===== src/rtl/isb_prefetcher.sv =====
// Irregular Stream Buffer temporal prefetcher: maps each PC's physical address
// stream onto consecutive structural addresses and replays the structural successors.
module isb_prefetcher #(
    parameter int unsigned DEGREE      = 1,
    parameter int unsigned TU_ENTRIES  = 4,
    parameter int unsigned AMC_ENTRIES = 16,
    parameter int unsigned CHUNK       = 16
) (
    input  logic                     clk,
    input  logic                     rst_n,
    input  logic                     v_in,
    input  logic [15:0]              pc,
    input  logic [15:0]              addr,
    output logic [DEGREE-1:0]        pf_valid,
    output logic [16*DEGREE-1:0]     pf_addr
);

    localparam int unsigned IW = $clog2(AMC_ENTRIES);
    localparam int unsigned TW = (TU_ENTRIES > 1) ? $clog2(TU_ENTRIES) : 1;
    localparam logic [15:0] CMASK = 16'(CHUNK - 1);

    // Training unit
    logic [TU_ENTRIES-1:0] tu_v;
    logic [15:0]           tu_pc   [TU_ENTRIES];
    logic [15:0]           tu_last [TU_ENTRIES];
    logic [TW-1:0]         tu_rr;

    // Physical->structural and structural->physical address-map caches
    logic [AMC_ENTRIES-1:0] ps_v;
    logic [15:0]            ps_pa [AMC_ENTRIES];
    logic [15:0]            ps_sa [AMC_ENTRIES];
    logic [AMC_ENTRIES-1:0] sp_v;
    logic [15:0]            sp_sa [AMC_ENTRIES];
    logic [15:0]            sp_pa [AMC_ENTRIES];

    logic [15:0] alloc;

    logic          tu_hit;
    logic [TW-1:0] tu_idx;
    logic [15:0]   last_addr;
    logic [IW-1:0] l_idx;
    logic [IW-1:0] a_idx;
    logic [IW-1:0] s_idx;
    logic          sl_hit;
    logic [15:0]   sl;
    logic          a_hit;
    logic          succ;
    logic          map_new;
    logic          use_alloc;
    logic [15:0]   s_a;

    logic [15:0]          cand;
    logic [IW-1:0]        cidx;
    logic [DEGREE-1:0]    pf_valid_nxt;
    logic [16*DEGREE-1:0] pf_addr_nxt;

    // Training: decide the structural address of this access
    always_comb begin
        tu_hit = 1'b0;
        tu_idx = '0;
        for (int unsigned i = 0; i < TU_ENTRIES; i++) begin
            if (!tu_hit && tu_v[i] && (tu_pc[i] == pc)) begin
                tu_hit = 1'b1;
                tu_idx = TW'(i);
            end
        end
        last_addr = tu_last[tu_idx];
        l_idx     = last_addr[IW-1:0];
        sl_hit    = ps_v[l_idx] && (ps_pa[l_idx] == last_addr);
        sl        = ps_sa[l_idx];
        a_idx     = addr[IW-1:0];
        a_hit     = ps_v[a_idx] && (ps_pa[a_idx] == addr);
        succ      = tu_hit && (addr != last_addr) && sl_hit && ((sl & CMASK) != CMASK);
        map_new   = !a_hit;
        use_alloc = !a_hit && !succ;
        if (a_hit) begin
            s_a = ps_sa[a_idx];
        end else if (succ) begin
            s_a = sl + 16'd1;
        end else begin
            s_a = alloc;
        end
        s_idx = s_a[IW-1:0];
    end

    // Prediction against the pre-update SP contents; never leaves sA's chunk
    always_comb begin
        pf_valid_nxt = '0;
        pf_addr_nxt  = '0;
        cand         = '0;
        cidx         = '0;
        for (int unsigned k = 0; k < DEGREE; k++) begin
            cand = s_a + 16'(k + 1);
            cidx = cand[IW-1:0];
            if ((((cand ^ s_a) & ~CMASK) == 16'd0) && sp_v[cidx] &&
                (sp_sa[cidx] == cand) && (sp_pa[cidx] != addr)) begin
                pf_valid_nxt[k]          = 1'b1;
                pf_addr_nxt[16*k +: 16]  = sp_pa[cidx];
            end
        end
    end

    // Control state and registered outputs
    always_ff @(posedge clk) begin
        if (!rst_n) begin
            tu_v     <= '0;
            ps_v     <= '0;
            sp_v     <= '0;
            tu_rr    <= '0;
            alloc    <= '0;
            pf_valid <= '0;
            pf_addr  <= '0;
        end else if (v_in) begin
            pf_valid <= pf_valid_nxt;
            pf_addr  <= pf_addr_nxt;
            if (map_new) begin
                ps_v[a_idx] <= 1'b1;
                sp_v[s_idx] <= 1'b1;
            end
            if (use_alloc) begin
                alloc <= alloc + 16'(CHUNK);
            end
            if (!tu_hit) begin
                tu_v[tu_rr] <= 1'b1;
                tu_rr       <= (tu_rr == TW'(TU_ENTRIES - 1)) ? '0 : tu_rr + TW'(1);
            end
        end else begin
            pf_valid <= '0;
        end
    end

    // Table payloads; meaningless while the matching valid bit is clear
    always_ff @(posedge clk) begin
        if (rst_n && v_in) begin
            if (map_new) begin
                ps_pa[a_idx] <= addr;
                ps_sa[a_idx] <= s_a;
                sp_sa[s_idx] <= s_a;
                sp_pa[s_idx] <= addr;
            end
            if (tu_hit) begin
                tu_last[tu_idx] <= addr;
            end else begin
                tu_pc[tu_rr]   <= pc;
                tu_last[tu_rr] <= addr;
            end
        end
    end

endmodule


===== config.mk =====
export PLATFORM = sky130hd
export DESIGN_NAME = isb_prefetcher
export DESIGN_NICKNAME = d
export VERILOG_FILES = /design/src/rtl/isb_prefetcher.sv
export SDC_FILE = /design/constraint.sdc
export NUM_CORES = 2
export LEC_CHECK = 0
export ABC_AREA = 1
export ABC_CLOCK_PERIOD_IN_PS = 6700
export CORE_MARGIN = 5
export CORE_UTILIZATION = 45
export CTS_CLUSTER_DIAMETER = 100
export DETAILED_ROUTE_END_ITERATION = 8
export GPL_TIMING_DRIVEN = 0
export PLACE_DENSITY_LB_ADDON = 0.2
export SYNTH_ARGS = -nofsm -noshare
export SYNTH_HDL_FRONTEND = slang
export SYNTH_SLANG_ARGS = --single-unit
export TNS_END_PERCENT = 10

===== constraint.sdc =====
create_clock -name clk -period 6.7 [get_ports clk]
set_input_delay 1.34 -clock clk [delete_from_list [all_inputs] [get_ports clk]]
set_output_delay 1.34 -clock clk [all_outputs]
set_load 0.05 [all_outputs]

# ---- Word-level counts from Yosys, hierarchy flattened
# Memory sizes are Yosys's and may differ from the RTL's.
# Index checks and enable logic that the tools add are counted.
dict set report totals {
  reg_bits 71
  elab_cells 109
  mem_bits_ro 0
  latchBits 0
  ram_bits 1152
  memories 6
}
dict set report classes {
  n_reduce_logical 31
  addsub 4
  order_cmp 8
  bitwise 6
  multipliers 0
  n_eq_ne 11
  mux 36
  n_div 0
  shift 0
}
# name depth word_bits read_ports rd_clocked_by_memory_dff write_ports line
set memory_table {}
lappend memory_table {ps_pa 16 16 2 0 1 30} ;# logic [15:0] ps_pa [AMC_ENTRIES];
lappend memory_table {ps_sa 16 16 2 0 1 31} ;# logic [15:0] ps_sa [AMC_ENTRIES];
lappend memory_table {sp_pa 16 16 1 0 1 34} ;# logic [15:0] sp_pa [AMC_ENTRIES];
lappend memory_table {sp_sa 16 16 1 0 1 33} ;# logic [15:0] sp_sa [AMC_ENTRIES];
lappend memory_table {tu_last 4 16 1 0 1 25} ;# logic [15:0] tu_last [TU_ENTRIES];
lappend memory_table {tu_pc 4 16 4 0 1 24} ;# logic [15:0] tu_pc [TU_ENTRIES];
# cell n
set ops {}
lappend ops {{== test 16 bit} 7}
lappend ops {{two-way mux 16 bit} 4}
lappend ops {{adder 16 x 1 -> 16 bit, second input constant} 2}
lappend ops {{inequality test 16 bit} 2}
lappend ops {{OR 16 bit} 2}
lappend ops {{two-way mux 1 bit} 22}
lappend ops {{logical AND 1 bit} 20}
lappend ops {{less-than comparator 4 x 5 -> 1 bit, second input constant} 4}
lappend ops {{adder 16 x 5 -> 16 bit, second input constant} 1}
lappend ops {{zero test 16 bit} 1}
lappend ops {{OR reduction 16 bit} 1}
lappend ops {{bitwise XOR 16 bit} 1}
lappend ops {{binary-select mux 1 bit (select 4 bit)} 3}
lappend ops {{demux 1 bit (select 4 bit)} 2}
lappend ops {{greater-or-equal comparator 4 x 1 -> 1 bit, second input constant} 2}
lappend ops {{two-way mux 2 bit} 4}
lappend ops {{AND reduction 2 bit} 4}
lappend ops {{zero test 1 bit} 5}
lappend ops {{inequality test 4 bit, second input constant} 1}
lappend ops {{OR 4 bit} 1}
lappend ops {{less-than comparator 2 x 3 -> 1 bit, second input constant} 1}
lappend ops {{adder 2 x 1 -> 2 bit, second input constant} 1}
lappend ops {{demux 1 bit (select 2 bit)} 1}
lappend ops {{== test 2 bit, second input constant} 1}
lappend ops {{other kinds (2)} 3}

# ---- Logic depth before layout (Yosys ltp)
# An unclocked memory read counts as a cell.
dict set report depth {
  word_depth 31
  depth_mapped 52
  ltp_nobuf 48
}

# ---- Worst setup path after synthesis
# OpenSTA, ideal clock, no wires.
dict set report synth_timing {
  path_kind {input to register}
  from {input pc[3]}
  to {register pf_addr[14]}
  path_buffers 8
  slack_ps -477
  cell_stages 44
  arrival_ps 7106
  setup_ps 70
  required_time_ps 6630
  path_cell_list {buf_2 > inv_2 > nor2_1 > nor3_1 > nand2_1 > nor2_1 > nand3_2 > nand2_2 > nand2_2 > buf_4 > nand2_1 > nand3_2 > nand2_2 > inv_4 > buf_4 > buf_4 > nand3_1 > nand3_1 > [... 8 more ...] > nand2_1 > ha_1 > buf_1 > clkbuf_1 > buf_1 > nand3_1 > nand3_1 > nand3_1 > nand2_1 > clkinv_1 > nand3_1 > nand3_1 > nor2_1 > nand3_1 > nor2_4 > buf_6 > nand4_1 > a21oi_1}
}
dict set report synth_between {
  elab_chain_len 30
  word_cells_on_any_way 49
}
# element line
set synth_rtl {}
lappend synth_rtl {{start: declaration} 12} ;# input logic [15:0] pc,
lappend synth_rtl {{branches (longest 21 deep; another with == test 16 bit)} --}
lappend synth_rtl {{two-way mux 16 bit (*)} 78} ;# end else if (succ) begin
lappend synth_rtl {{two-way mux 16 bit (*)} 76} ;# if (a_hit) begin
lappend synth_rtl {{named net s_a[1]} 50} ;# logic [15:0] s_a;
lappend synth_rtl {{adder 16 x 1 -> 16 bit (*)} 93} ;# cand = s_a + 16'(k + 1);
lappend synth_rtl {{branches (longest 5 deep; another with memory read (16 x 16 bit))} --}
lappend synth_rtl {{two-way mux 16 bit (*)} 95} ;# if ((((cand ^ s_a) & ~CMASK) == 16'd0) && sp_v[cidx] &&
lappend synth_rtl {{end signal: assignment} 115} ;# pf_addr <= pf_addr_nxt;
lappend synth_rtl {{end: declaration} 15} ;# output logic [16*DEGREE-1:0] pf_addr
# Mark *: on every way through the listed nets, which the timed path passes. The select of a mux whose other input is x is not followed.
# A chain may end at the register's enable or synchronous reset.

# ---- Final worst setup path
dict set report layout_timing {
  from {input addr[0]}
  to {register pf_valid}
}
dict set report layout_between {
  elab_chain_len 13
  word_cells_on_any_way 25
}
# element line
set layout_rtl {}
lappend layout_rtl {{start: declaration} 13} ;# input logic [15:0] addr,
lappend layout_rtl {{branches (longest 11 deep; another with memory read (16 x 16 bit))} --}
lappend layout_rtl {{logical AND 1 bit (*)} 96} ;# (sp_sa[cidx] == cand) && (sp_pa[cidx] != addr)) begin
lappend layout_rtl {{two-way mux 1 bit (*)} 95}
lappend layout_rtl {{end signal: assignment} 114} ;# pf_valid <= pf_valid_nxt;
lappend layout_rtl {{end: declaration} 14} ;# output logic [DEGREE-1:0] pf_valid,
# Every way passes the cells marked *. The select of a mux whose other input is x is not followed.

==> impl_metrics.yaml <==
outcome:
  status: "complete, no violations"
sta:
  fin_setup_tns_ns: 0
  slew_headroom_pct: 17.3
  fin_skew_ns: 0.0281
  hold_violations: 0
  fmax_ghz: 0.150
  worst_pin_slew_ns: 1.24
  rsz0062_at_grt: "true"
  worst_slack_ns: 0.0341
  fin_crit_sh_pct: 99.5
  setup_viol: 0
  fin_crit_ns: 6.67
  slew_viol_final: 0
finish:
  nFillCells: 10882
  final_nets: 5947
  fin_cells: 7653
  finalInstanceArea_um2: 67800
  syn_to_final_growth_pct: 19.9
  drive_gt1_share_pct: 16.6
floorplan:
  coreArea_um2: 125000
  die-area_um2: 133000
  ios: 52
  die_h_um: 365
  initial_core_util_pct: 45.2
  fp.dieW_um: 365
  num_rows: 130
logic_synthesis:
  synthFlopType: "edfxtp_1"
  syn-num-nets: 5599
  syn_area_um2: 56600
  ys_seq_area_share_pct: 63.5
  synth-edff-count: 1152
  ys_async_sr_fraction_pct: 0
  yosysWarnings: 0
  ys_ff_latch: 1219
  syn_avg_cell_area_um2: 10.2
  synth_cell_types: 62
  netlist_instances: 5554
global_route:
  antenna_found_initial: 7
  grt_pass1_vias: 44468
  grt_max_degree: 45
  globalRoute.totalOverflow: 0
  grt_pass1_wl_um: 306000
  grt_usage_pct: 31.7
placement:
  placed_area_um2: 60300
  gp_congestion: 0.951
  dp_slack_ns: -4.80
  hpwl_um: 140000
  dp.cells: 7303
  port_buffers: 51
power_and_ir_drop:
  ir_worst_vdd_uv: 295
  cellLeakagePower_nw: 25.2
  power.density_nw_per_um2: 246
worst_setup_path:
  required_ns: 7.41
  cp_data_arrival_time_ns: 7.37
  crit_fanout: 42
  cp-start-kind: "input pin"
  slowest_stage: "o311ai_2"
  end_kind: "flop"
  critPathMostFrequentCell: "nand3_1"
  path_class: "input pin to flop"
  cpPeakStageDelay_ns: 0.50
clocking:
  cts_tree: "yes"
  clock-sinks: 1219
  clockRootBuffer: "clkbuf_16"
  postCtsHoldBufs: 0
  cts_max_level: 4
  cts_buffers: 133
  insertion_delay_ns: 0.80
  clockBufferDepth: 3
  clk_pin_slew_worst_paths_ns: 0.06
hold_path:
  hold_class: "flop to flop"
drt:
  drt_iter0_markers: 7345
  wl_per_cell_um: 28.6
  firstDrtPassIters: 9
  wirelength_um: 219000
  ant_nets: 0
  via_per_inst: 6.25
  drc_errors: 0
  via_count: 47851
job:
  maxCapViolCount: 0
per-stage QoR:
step                hold WS, ns  util [%]  power [mW]
floorplan                 0.425         -        9.07
global placement          0.435      47.2        9.53
detailed placement        0.445      48.1        9.54
CTS                       0.459      52.7        16.6
global route              0.494      54.1        17.1
finish                    0.455      54.1        16.7
per-layer routing:
layer	GRT usage [%]	vias up	part of all wire, %
li1	-	20582	-
met1	42.1	23133	37
met2	47.6	3417	43
met3	9.74	713	13
met4	15.9	6	5.9
met5	0	-	0.024
placed cells by master (no fill, tap or decap), drive strengths merged, types with 21 or more instances in the layout:
master,netlist,layout
nand4,79,79
xor2,21,21
o21ai,130,130
a22oi,122,122
dfxtp,67,67
buf,220,389
a21boi,21,21
inv,290,286
a21oi,63,63
o22ai,140,140
nand3b,30,30
or2,26,26
nor4,30,30
edfxtp,1152,1152
nand3,1225,1225
clkbuf,99,276
clkinv,8,68
o211ai,27,27
nand2,1448,1453
nor3,30,30
nor2,261,262
cells in the mapped netlist (3+ instances only):
master	count	share of area, %
a221oi_1	4	0.062
buf_6	16	0.32
edfxtp_1	1152	61
nor4_1	30	0.33
a21boi_0	21	0.28
buf_2	121	1.1
nor3b_1	5	0.066
or2_2	21	0.23
nor3_1	29	0.26
nand3_2	9	0.16
xnor2_1	6	0.093
nand2_4	4	0.080
o221ai_1	8	0.12
o21ai_0	125	1.1
a21oi_1	63	0.56
a31oi_1	3	0.033
o211ai_1	27	0.36
o2111ai_1	3	0.046
nand4_1	78	0.86
inv_2	34	0.23
dfxtp_1	67	2.4
xor2_1	21	0.33
ha_1	10	0.22
or2_1	5	0.055
nor2_1	246	1.6
o22ai_1	140	1.5
nor2_2	7	0.077
o21ai_1	5	0.044
nand2_2	12	0.13
buf_1	43	0.29
o31ai_1	3	0.040
inv_1	255	1.7
nor2_4	7	0.14
nand3_1	1214	11
clkinv_1	8	0.053
buf_4	40	0.53
clkbuf_1	99	0.66
nand2_1	1432	9.5
a22oi_1	122	1.6
nand3b_1	30	0.40
worst paths after layout:
kind | depth (start not counted) | slack, ns | start | end
max | 30 | 0.03 | addr[0] | pf_valid
min reg2reg | 2 | 0.45 | sp_v[0] | sp_v[0]
max reg2reg | 48 | 0.33 | tu_pc[1][0] | pf_valid
min | 2 | 0.45 | sp_v[0] | sp_v[0]
cell families (layout without fill, tap and decap cells):
kind of cell / Yosys count / count (layout) / share of synthesized area [%]
AO/OA/AOI/OAI: 539 / 539 / 6.05
XOR/XNOR: 27 / 27 / 0.418
adder cells (fa/ha/maj): 10 / 10 / 0.221
buffers and inverters: 617 / 1059 / 4.85
flip-flops: 1219 / 1219 / 63.5
multiplexers: 2 / 2 / 0.0354
other: 0 / 1 / 0
AND/OR/NAND/NOR: 3140 / 3146 / 24.9
final cells by class:
cell class,count,area (um2),share of cell area (%)
clock inverters,70,627,0.925
clock buffers,165,3500,5.16
repair buffers,206,2490,3.68
inverters,298,1260,1.86
well taps,1650,2060,3.05
repair inverters,7,35.0,0.0517
diodes,1,2.50,0.00369
flip-flops and latches,1219,35900,53.0
multi-input cells,3724,19500,28.8
plain buffers,313,2350,3.47
worst max-delay path: cells and delay by family:
| kind | cells | cell delay, ns |
|---|---|---|
| AND/OR/NAND/NOR | 17 | 2.76 |
| AO/OA/AOI/OAI | 3 | 0.68 |
| buffers and inverters | 10 | 2.47 |
flip-flops by register name, summed over array words and instances, names as in the netlist, 12 cells and up:
signal and count:
sp_sa 256, pf_addr 16, tu_pc 64, tu_last 64, ps_sa 256, sp_pa 256, ps_pa 256, sp_v 16
ps_v 16, alloc 12
power by group:
part,switching (mW),internal [mW],total [mW]
sequential,0.0290,8.36,8.38
clock,3.13,3.96,7.09
combinational,0.850,0.337,1.19
repair_timing:
item | CTS | global route
hold endpoints to repair | 0 | 0
gates resized for setup | 433 | 374
buffers inserted | 51 | 51
cloned | 13 | 6
endpoints found under the setup margin | 1595 | 167
pin swaps | 41 | 80
Power figures use the tool's default switching activity.
